## src/rtl/timer_sched.sv

```systemverilog
// Round-robin arbiter that lends one prescaled timer host to NUM_REQ requesters,
// sequencing start / wait-for-active / run / stop and reporting a completion status.
module timer_sched #(
  parameter int NUM_REQ     = 4,
  parameter int TIMER_WIDTH = 32,
  parameter int WD_CYCLES   = 4
) (
  input  logic                           clk,
  input  logic                           rst,
  input  logic [NUM_REQ-1:0]             req_valid,
  input  logic [NUM_REQ*TIMER_WIDTH-1:0] req_load,
  input  logic [NUM_REQ-1:0]             req_cancel,
  input  logic                           pause_all,
  output logic [NUM_REQ-1:0]             grant,
  output logic [NUM_REQ-1:0]             done,
  output logic [1:0]                     done_status,
  output logic                           busy,
  output logic [TIMER_WIDTH-1:0]         tmr_load,
  output logic                           tmr_start,
  output logic                           tmr_stop,
  output logic                           tmr_pause,
  input  logic                           tmr_overflow,
  input  logic                           tmr_match,
  input  logic                           tmr_active
);
  localparam int IW = $clog2(NUM_REQ);
  localparam int WW = $clog2(WD_CYCLES + 1);
  localparam logic [IW:0] NR = (IW+1)'(NUM_REQ);

  typedef enum logic [2:0] {IDLE, START, WAIT_ACT, RUN, STOP, DONE} state_e;

  state_e                 state_q, state_d;
  logic [IW-1:0]          owner_q, owner_d, last_q, last_d;
  logic [TIMER_WIDTH-1:0] load_q, load_d;
  logic [1:0]             status_q, status_d, pend_q, pend_d;
  logic [WW-1:0]          wd_q, wd_d;

  logic          found;
  logic [IW-1:0] pick;
  logic [IW:0]   cand;

  // Rotating priority: scan upward from the requester after the last owner.
  always_comb begin
    found = 1'b0;
    pick  = '0;
    cand  = '0;
    for (int k = 1; k <= NUM_REQ; k++) begin
      cand = {1'b0, last_q} + (IW+1)'(k);
      if (cand >= NR) cand = cand - NR;
      if (!found && req_valid[cand[IW-1:0]]) begin
        found = 1'b1;
        pick  = cand[IW-1:0];
      end
    end
  end

  always_comb begin
    state_d  = state_q;
    owner_d  = owner_q;
    last_d   = last_q;
    load_d   = load_q;
    status_d = status_q;
    pend_d   = pend_q;
    wd_d     = wd_q;
    case (state_q)
      IDLE: if (found) begin
        owner_d = pick;
        load_d  = req_load[pick*TIMER_WIDTH +: TIMER_WIDTH];
        state_d = START;
      end
      START: begin
        wd_d    = '0;
        state_d = WAIT_ACT;
      end
      WAIT_ACT: begin
        if (tmr_active) state_d = RUN;
        else if (wd_q == WW'(WD_CYCLES)) begin
          pend_d  = 2'b11;
          state_d = STOP;
        end else wd_d = wd_q + WW'(1);
      end
      RUN: begin
        if (req_cancel[owner_q]) begin
          pend_d  = 2'b10;
          state_d = STOP;
        end else if (tmr_overflow) begin
          // host has already idled itself, so skip the stop strobe
          status_d = 2'b00;
          state_d  = DONE;
        end else if (tmr_match) begin
          pend_d  = 2'b01;
          state_d = STOP;
        end
      end
      STOP: begin
        status_d = pend_q;
        state_d  = DONE;
      end
      DONE: begin
        last_d  = owner_q;
        state_d = IDLE;
      end
      default: state_d = IDLE;
    endcase
  end

  always_ff @(posedge clk or negedge rst) begin
    if (!rst) begin
      state_q  <= IDLE;
      owner_q  <= '0;
      last_q   <= IW'(NUM_REQ - 1);
      load_q   <= '0;
      status_q <= 2'b00;
      pend_q   <= 2'b00;
      wd_q     <= '0;
    end else begin
      state_q  <= state_d;
      owner_q  <= owner_d;
      last_q   <= last_d;
      load_q   <= load_d;
      status_q <= status_d;
      pend_q   <= pend_d;
      wd_q     <= wd_d;
    end
  end

  always_comb begin
    grant       = '0;
    done        = '0;
    busy        = (state_q != IDLE);
    tmr_start   = (state_q == START);
    tmr_stop    = (state_q == STOP);
    tmr_pause   = (state_q == RUN) && pause_all;
    tmr_load    = (state_q == IDLE) ? '0 : load_q;
    done_status = status_q;
    case (state_q)
      START, WAIT_ACT, RUN, STOP: grant[owner_q] = 1'b1;
      DONE:                       done[owner_q]  = 1'b1;
      default: ;
    endcase
  end
endmodule

```

## config.mk

```make
export PLATFORM = sky130hd
export DESIGN_NAME = timer_sched
export DESIGN_NICKNAME = d
export VERILOG_FILES = /design/src/rtl/timer_sched.sv
export SDC_FILE = /design/constraint.sdc
export NUM_CORES = 1
export LEC_CHECK = 0
export CORE_MARGIN = 4
export CORE_UTILIZATION = 30
export CTS_CLUSTER_SIZE = 16
export DETAILED_ROUTE_END_ITERATION = 10
export DONT_BUFFER_PORTS = 1
export PLACE_DENSITY = 0.46
export SETUP_SLACK_MARGIN = 0.05
export SYNTH_ARGS = -nofsm -noshare
export SYNTH_HDL_FRONTEND = slang
export SYNTH_SLANG_ARGS = --single-unit
```

## constraint.sdc

```tcl
create_clock -name clk -period 5.3 [get_ports clk]
set_input_delay 1.06 -clock clk [delete_from_list [all_inputs] [get_ports clk]]
set_output_delay 1.06 -clock clk [all_outputs]
set_load 0.01 [all_outputs]
```

==> flow_summary.toml, run 1 <==
[status]
status = "complete, no violations"

[detailed_routing]
num_vias = 3203
first_pass_iters = 4
routed_wl_mm = 10.7
drcViolationCount = 0
via_per_inst = 5.91
detail-route-antenna-nets = 0
first_iter_violations = 140
post_drt_wl_per_cell_um = 19.8

[sta]
slew_headroom_pct = 22.4
fin_ws_ns = 1.70
tightest_slew_ns = 1.16
finalSetupTns_ns = 0
post-route-min-period_ns = 3.60
drv_slew = 0
post-route-period-util_pct = 67.9
fmax_mhz = 278
fin_skew_ns = 0.00936
grt_setup_unrepaired = "no"
finalSetupViolations = 0
whs_ns = 0.440
hold_violations = 0

[worst_setup_path]
required_ns = 4.24
path_cells = "nor3_1 -> inv_1 -> nand2_1 -> nor3_1"
crit_top_cell = "nor3_1"
arrival_ns = 2.54
critPathBufInv = 1
start_kind = "register"
criticalPathCategory = "register to output pin"
cp_top_family = "buffers and inverters"
cpPeakStageDelay_ns = 0.84
critPathCaptureType = "output pin"
worst_path_max_delay_cell = "inv_1"
path_max_fanout = 35

[global_routing]
track_usage_pct = 16.3
grt_max_degree = 66
grt_overflow = 0
antenna_found_initial = 0
grt_pass1_wl_mm = 17.1
grt_pass1_vias = 3321

[synth]
ys_warn_count = 0
netlist_top_cells_area = "dfrtp_1 (33%), o21ai_0 (11%), a21oi_1 (10%), nand3_1 (10%), a211o_1 (8.6%)"
synth_top_area_share_pct = 32.9
synth_edf_count = 0
syn_avg_cell_area_um2 = 7.71
syn_area_mm2 = 0.00334
synth_flop_cell = "dfrtp_1"
synth_top_area_cell = "dfrtp_1"
yosysSeqAreaShare_pct = 34.5
synthArstFlopShare_pct = 100
yosysMostFrequentCell = "o21ai_0"
synth_fp_nets = 578
synth-seq-cells = 46
yosys-top-cells-count = "o21ai_0 (72), a21oi_1 (69), nand3_1 (67)"
synth_cells = 434
yosysUniqueCellTypes = 42

[power_and_ir_drop]
vdd_ir_drop_max_uv = 286
powerDensity_mw_per_mm2 = 571
leakage_nw = 1.49

[floorplanning]
die_h_um = 114
core-area_mm2 = 0.0109
dieWidth_um = 114
boundaryPins = 188
start_util_pct = 30.7
die_area_mm2 = 0.0129
core.rowCount = 38

[clock_network]
clkSlewWorstSetupHoldPaths_ns = 0.09
htreeDepth = 2
post-cts-setup-buffers = 0
tritoncts = "built"
clockRootBuffer = "clkbuf_8"
ctsHoldBuffers = 0
cts.sinks = 46
cts_resized = 0
cts_buffer_depth = 2
clk_latency_ns = 0.30
numCtsBuffers = 5

[job]
drv_cap = 0

[layout]
drive_gt1_share_pct = 6.22
final_cells = 542
diodes = 0
fin_nets = 545
fin_util_pct = 32.1
area_delta_synth_final_pct = 4.49

[worst_hold_path]
hold_class = "primary input to async pin"

[placement]
hpwlAfterDp_mm = 7.46
place_inst = 534
port_buffers = 0
gp_routability_congestion = 0.767
preCtsSetupSlack_ns = 1.42
layout make-up:
type,instances,area [um^2]
flip-flops and latches,46,1150
clock inverters,3,40.0
inverters,5,18.8
well taps,140,175
repair buffers,4,30.0
fillers,1190,7390
clock buffers,5,68.8
multi-input cells,339,2010
worst reg2reg max path, cell delays in order (launching register included):
cell,delay [ns]
dfrtp_1,0.60
nor3_1,0.14
nand2_2,0.56
or2_1,0.86
buf_4,0.33
a21oi_1,0.06
a211o_1,0.27
registers in the layout, indices dropped and copies added, names as in the netlist:
signal,flops
wd_q,3
load_q,32
last_q,2
pend_q,2
owner_q,2
done_status,2
state_q,3
final timing paths:
check	from	endpoint	slack, ns	depth (start not counted)
min reg2reg	load_q[4]	load_q[4]	0.48	1
min	rst	pend_q[0]	0.44	0
min in group clk	load_q[4]	load_q[4]	0.48	1
max	state_q[0]	grant[0]	1.70	4
max reg2reg	state_q[0]	load_q[21]	2.37	6
max in group asynchronous	rst	last_q[0]	4.68	0
power breakdown:
part / switching, W / internal (W) / leakage, nW
clock: 0.000125 / 0.000139 / 0.0579
combinational: 0.000681 / 0.000391 / 0.867
sequential: 0.000138 / 0.000521 / 0.569
through the flow:
| stage | area [um^2] | total power, W |
|---|---|---|
| 2_1_floorplan | 3340 | 0.00152 |
| 3_3_place_gp | 3390 | 0.00174 |
| 3_5_place_dp | 3390 | 0.00176 |
| 4_1_cts | 3490 | 0.00203 |
| 5_1_grt | 3490 | 0.00218 |
| 6_report | 3490 | 0.00200 |
logic make-up after synthesis:
logic type               count (synthesis)  synth area share [%]
flip-flops                              46                  34.5
AO/OA/AOI/OAI                          188                  33.2
buffers and inverters                   49                  6.70
multiplexers                             4                  1.65
AND/OR/NAND/NOR                        145                  23.2
adder cells (fa/ha/maj)                  2                 0.748
cells in the final DEF (no fill, tap or decap), types with 3 or more instances in the layout:
| cell | instances |
|---|---|
| dfrtp_1 | 44 |
| clkbuf_8 | 5 |
| nor3_1 | 4 |
| nor2_1 | 11 |
| inv_1 | 5 |
| a21oi_1 | 69 |
| a31oi_1 | 3 |
| nand3_1 | 67 |
| and2_1 | 34 |
| nand2b_1 | 5 |
| nand2_1 | 10 |
| o21ai_0 | 72 |
| nor2b_1 | 3 |
| buf_4 | 4 |
| a211o_1 | 33 |
layer usage:
| metal | track usage, % | routed length, um |
|---|---|---|
| met5 | 0 | 0 |
| met4 | 4.65 | 139 |
| met3 | 4.93 | 941 |
| met2 | 26.2 | 4910 |
| met1 | 21.1 | 4730 |
No activity file was read; power rests on OpenSTA's default activity.
==> run 2: changes to the inputs <==
PLACE_DENSITY = 0.47   (was 0.46)
clock period = 3.03 ns   (was 5.3 ns; I/O delays follow)
==> flow_summary.toml, run 2 (synthesized netlist as in run 1, its figures left out) <==
[detailed_routing]
detail-route-antenna-nets = 0
routed_wl_mm = 11.2
via_per_inst = 5.94
drcViolationCount = 0
post_drt_wl_per_cell_um = 20.3
first_iter_violations = 214
num_vias = 3272
first_pass_iters = 8

[clock_network]
cts_buffer_depth = 2
htreeDepth = 2
clockRootBuffer = "clkbuf_8"
clk_latency_ns = 0.31
clkSlewWorstSetupHoldPaths_ns = 0.10
post-cts-setup-buffers = 0
numCtsBuffers = 5
tritoncts = "built"
cts.sinks = 46

[layout]
diodes = 0
area_delta_synth_final_pct = 8.49
final_area_mm2 = 0.00363
top_register = "load_q"
fin_nets = 554
top_regs = "load_q x32, state_q x3, wd_q x3"
multi_input_area_mm2 = 0.00201
seqCellArea_mm2 = 0.00115
final_common_cell = "o21ai_0"
fill_cells = 1179
final_cell_mix = "o21ai_0 (72), a21oi_1 (69), nand3_1 (67), dfrtp_1 (44), and2_1 (34)"
drive_gt1_share_pct = 8.27
largest_reg_flops = 32

[global_routing]
grt_pass1_wl_mm = 17.5
grt_max_degree = 65
antenna_found_initial = 0
track_usage_pct = 16.9
grt_overflow = 0
grt_pass1_vias = 3245

[worst_setup_path]
criticalPathCategory = "register to output pin"
path_max_fanout = 35
arrival_ns = 1.97
start_kind = "register"
required_ns = 2.42
critPathCaptureType = "output pin"

[power_and_ir_drop]
leakage_nw = 1.56
vdd_ir_drop_max_uv = 380
powerDensity_mw_per_mm2 = 1020

[placement]
dpl_cell_area_mm2 = 0.00346
gp_routability_congestion = 0.755
port_buffers = 0
hpwlAfterDp_mm = 7.65

[sta]
post-route-min-period_ns = 2.58
finalSetupTns_ns = 0
tightest_slew_ns = 1.16
fmax_mhz = 388
fin_skew_ns = 0.00966
hold_violations = 0
slew_headroom_pct = 22.8
drv_slew = 0
whs_ns = 0.128
finalSetupViolations = 0
grt_setup_unrepaired = "no"
post-route-period-util_pct = 85.0

[floorplanning]
boundaryPins = 188
core-area_mm2 = 0.0109
start_util_pct = 30.7
die_h_um = 114
die_area_mm2 = 0.0129
core.rowCount = 38
dieWidth_um = 114

[worst_hold_path]
hold_class = "primary input to async pin"

[status]
status = "complete, no violations"

[job]
drv_cap = 0
-- run 2: through the flow --
| step | total power [W] | cells | setup slack [ns] | utilization (%) |
|---|---|---|---|---|
| CTS | 0.00375 | 551 | 0.411 | 33.3 |
| global placement | 0.00311 | 542 | 0.483 | 31.8 |
| finish | 0.00369 | 551 | 0.455 | 33.3 |
| detailed placement | 0.00314 | 542 | 0.394 | 31.8 |
| floorplan | 0.00265 | 434 | 1.00 | - |
| global route | 0.00402 | 551 | 0.188 | 33.3 |
-- run 2: repair_timing --
action,in CTS,in global routing
setup endpoints to repair,0,0
hold buffers,1,0
hold endpoints to repair,44,0
gates resized for setup,0,0
-- run 2: final cells by class --
| cell class | count | share of cell area, % |
|---|---|---|
| clock inverter | 2 | 1.66 |
| clock buffer | 6 | 2.28 |
| timing repair buffer | 13 | 3.59 |
| tap | 140 | 4.83 |
| sequential | 46 | 31.8 |
| inverter | 5 | 0.517 |
| multi-input combinational | 339 | 55.3 |
-- run 2: path summary, 6_finish.rpt --
check / from / endpoint / slack, ns / cells past startpoint
worst max-delay path: state_q[0] / grant[0] / 0.45 / 5
worst min-delay path: rst / last_q[1] / 0.13 / 0
worst max register to register: last_q[1] / load_q[3] / 0.66 / 5
worst min register to register: load_q[9] / load_q[9] / 0.48 / 1
max in group asynchronous: rst / load_q[25] / 2.67 / 1
min in group clk: load_q[9] / load_q[9] / 0.48 / 1
-- run 2: worst max-delay path, cell delays in order, from the launching register on --
cell,delay [ns]
dfrtp_1,0.59
nor3_1,0.15
inv_1,0.08
buf_4,0.33
nand2_1,0.18
nor3_1,0.33
-- run 2: per-layer routing --
metal	GRT usage, %	up-vias	routed length [um]
li1	-	1531	-
met1	23.2	1581	4940
met2	26.7	151	5180
met3	4.67	9	953
met4	3.69	0	98
met5	0	-	0
-- run 2: report_power, final --
group          switching, W  total, W  leakage, nW  internal [W]
Clock              0.000227  0.000580       0.0714      0.000352
Sequential         0.000237   0.00115        0.569      0.000911
Combinational       0.00122   0.00196        0.920      0.000747
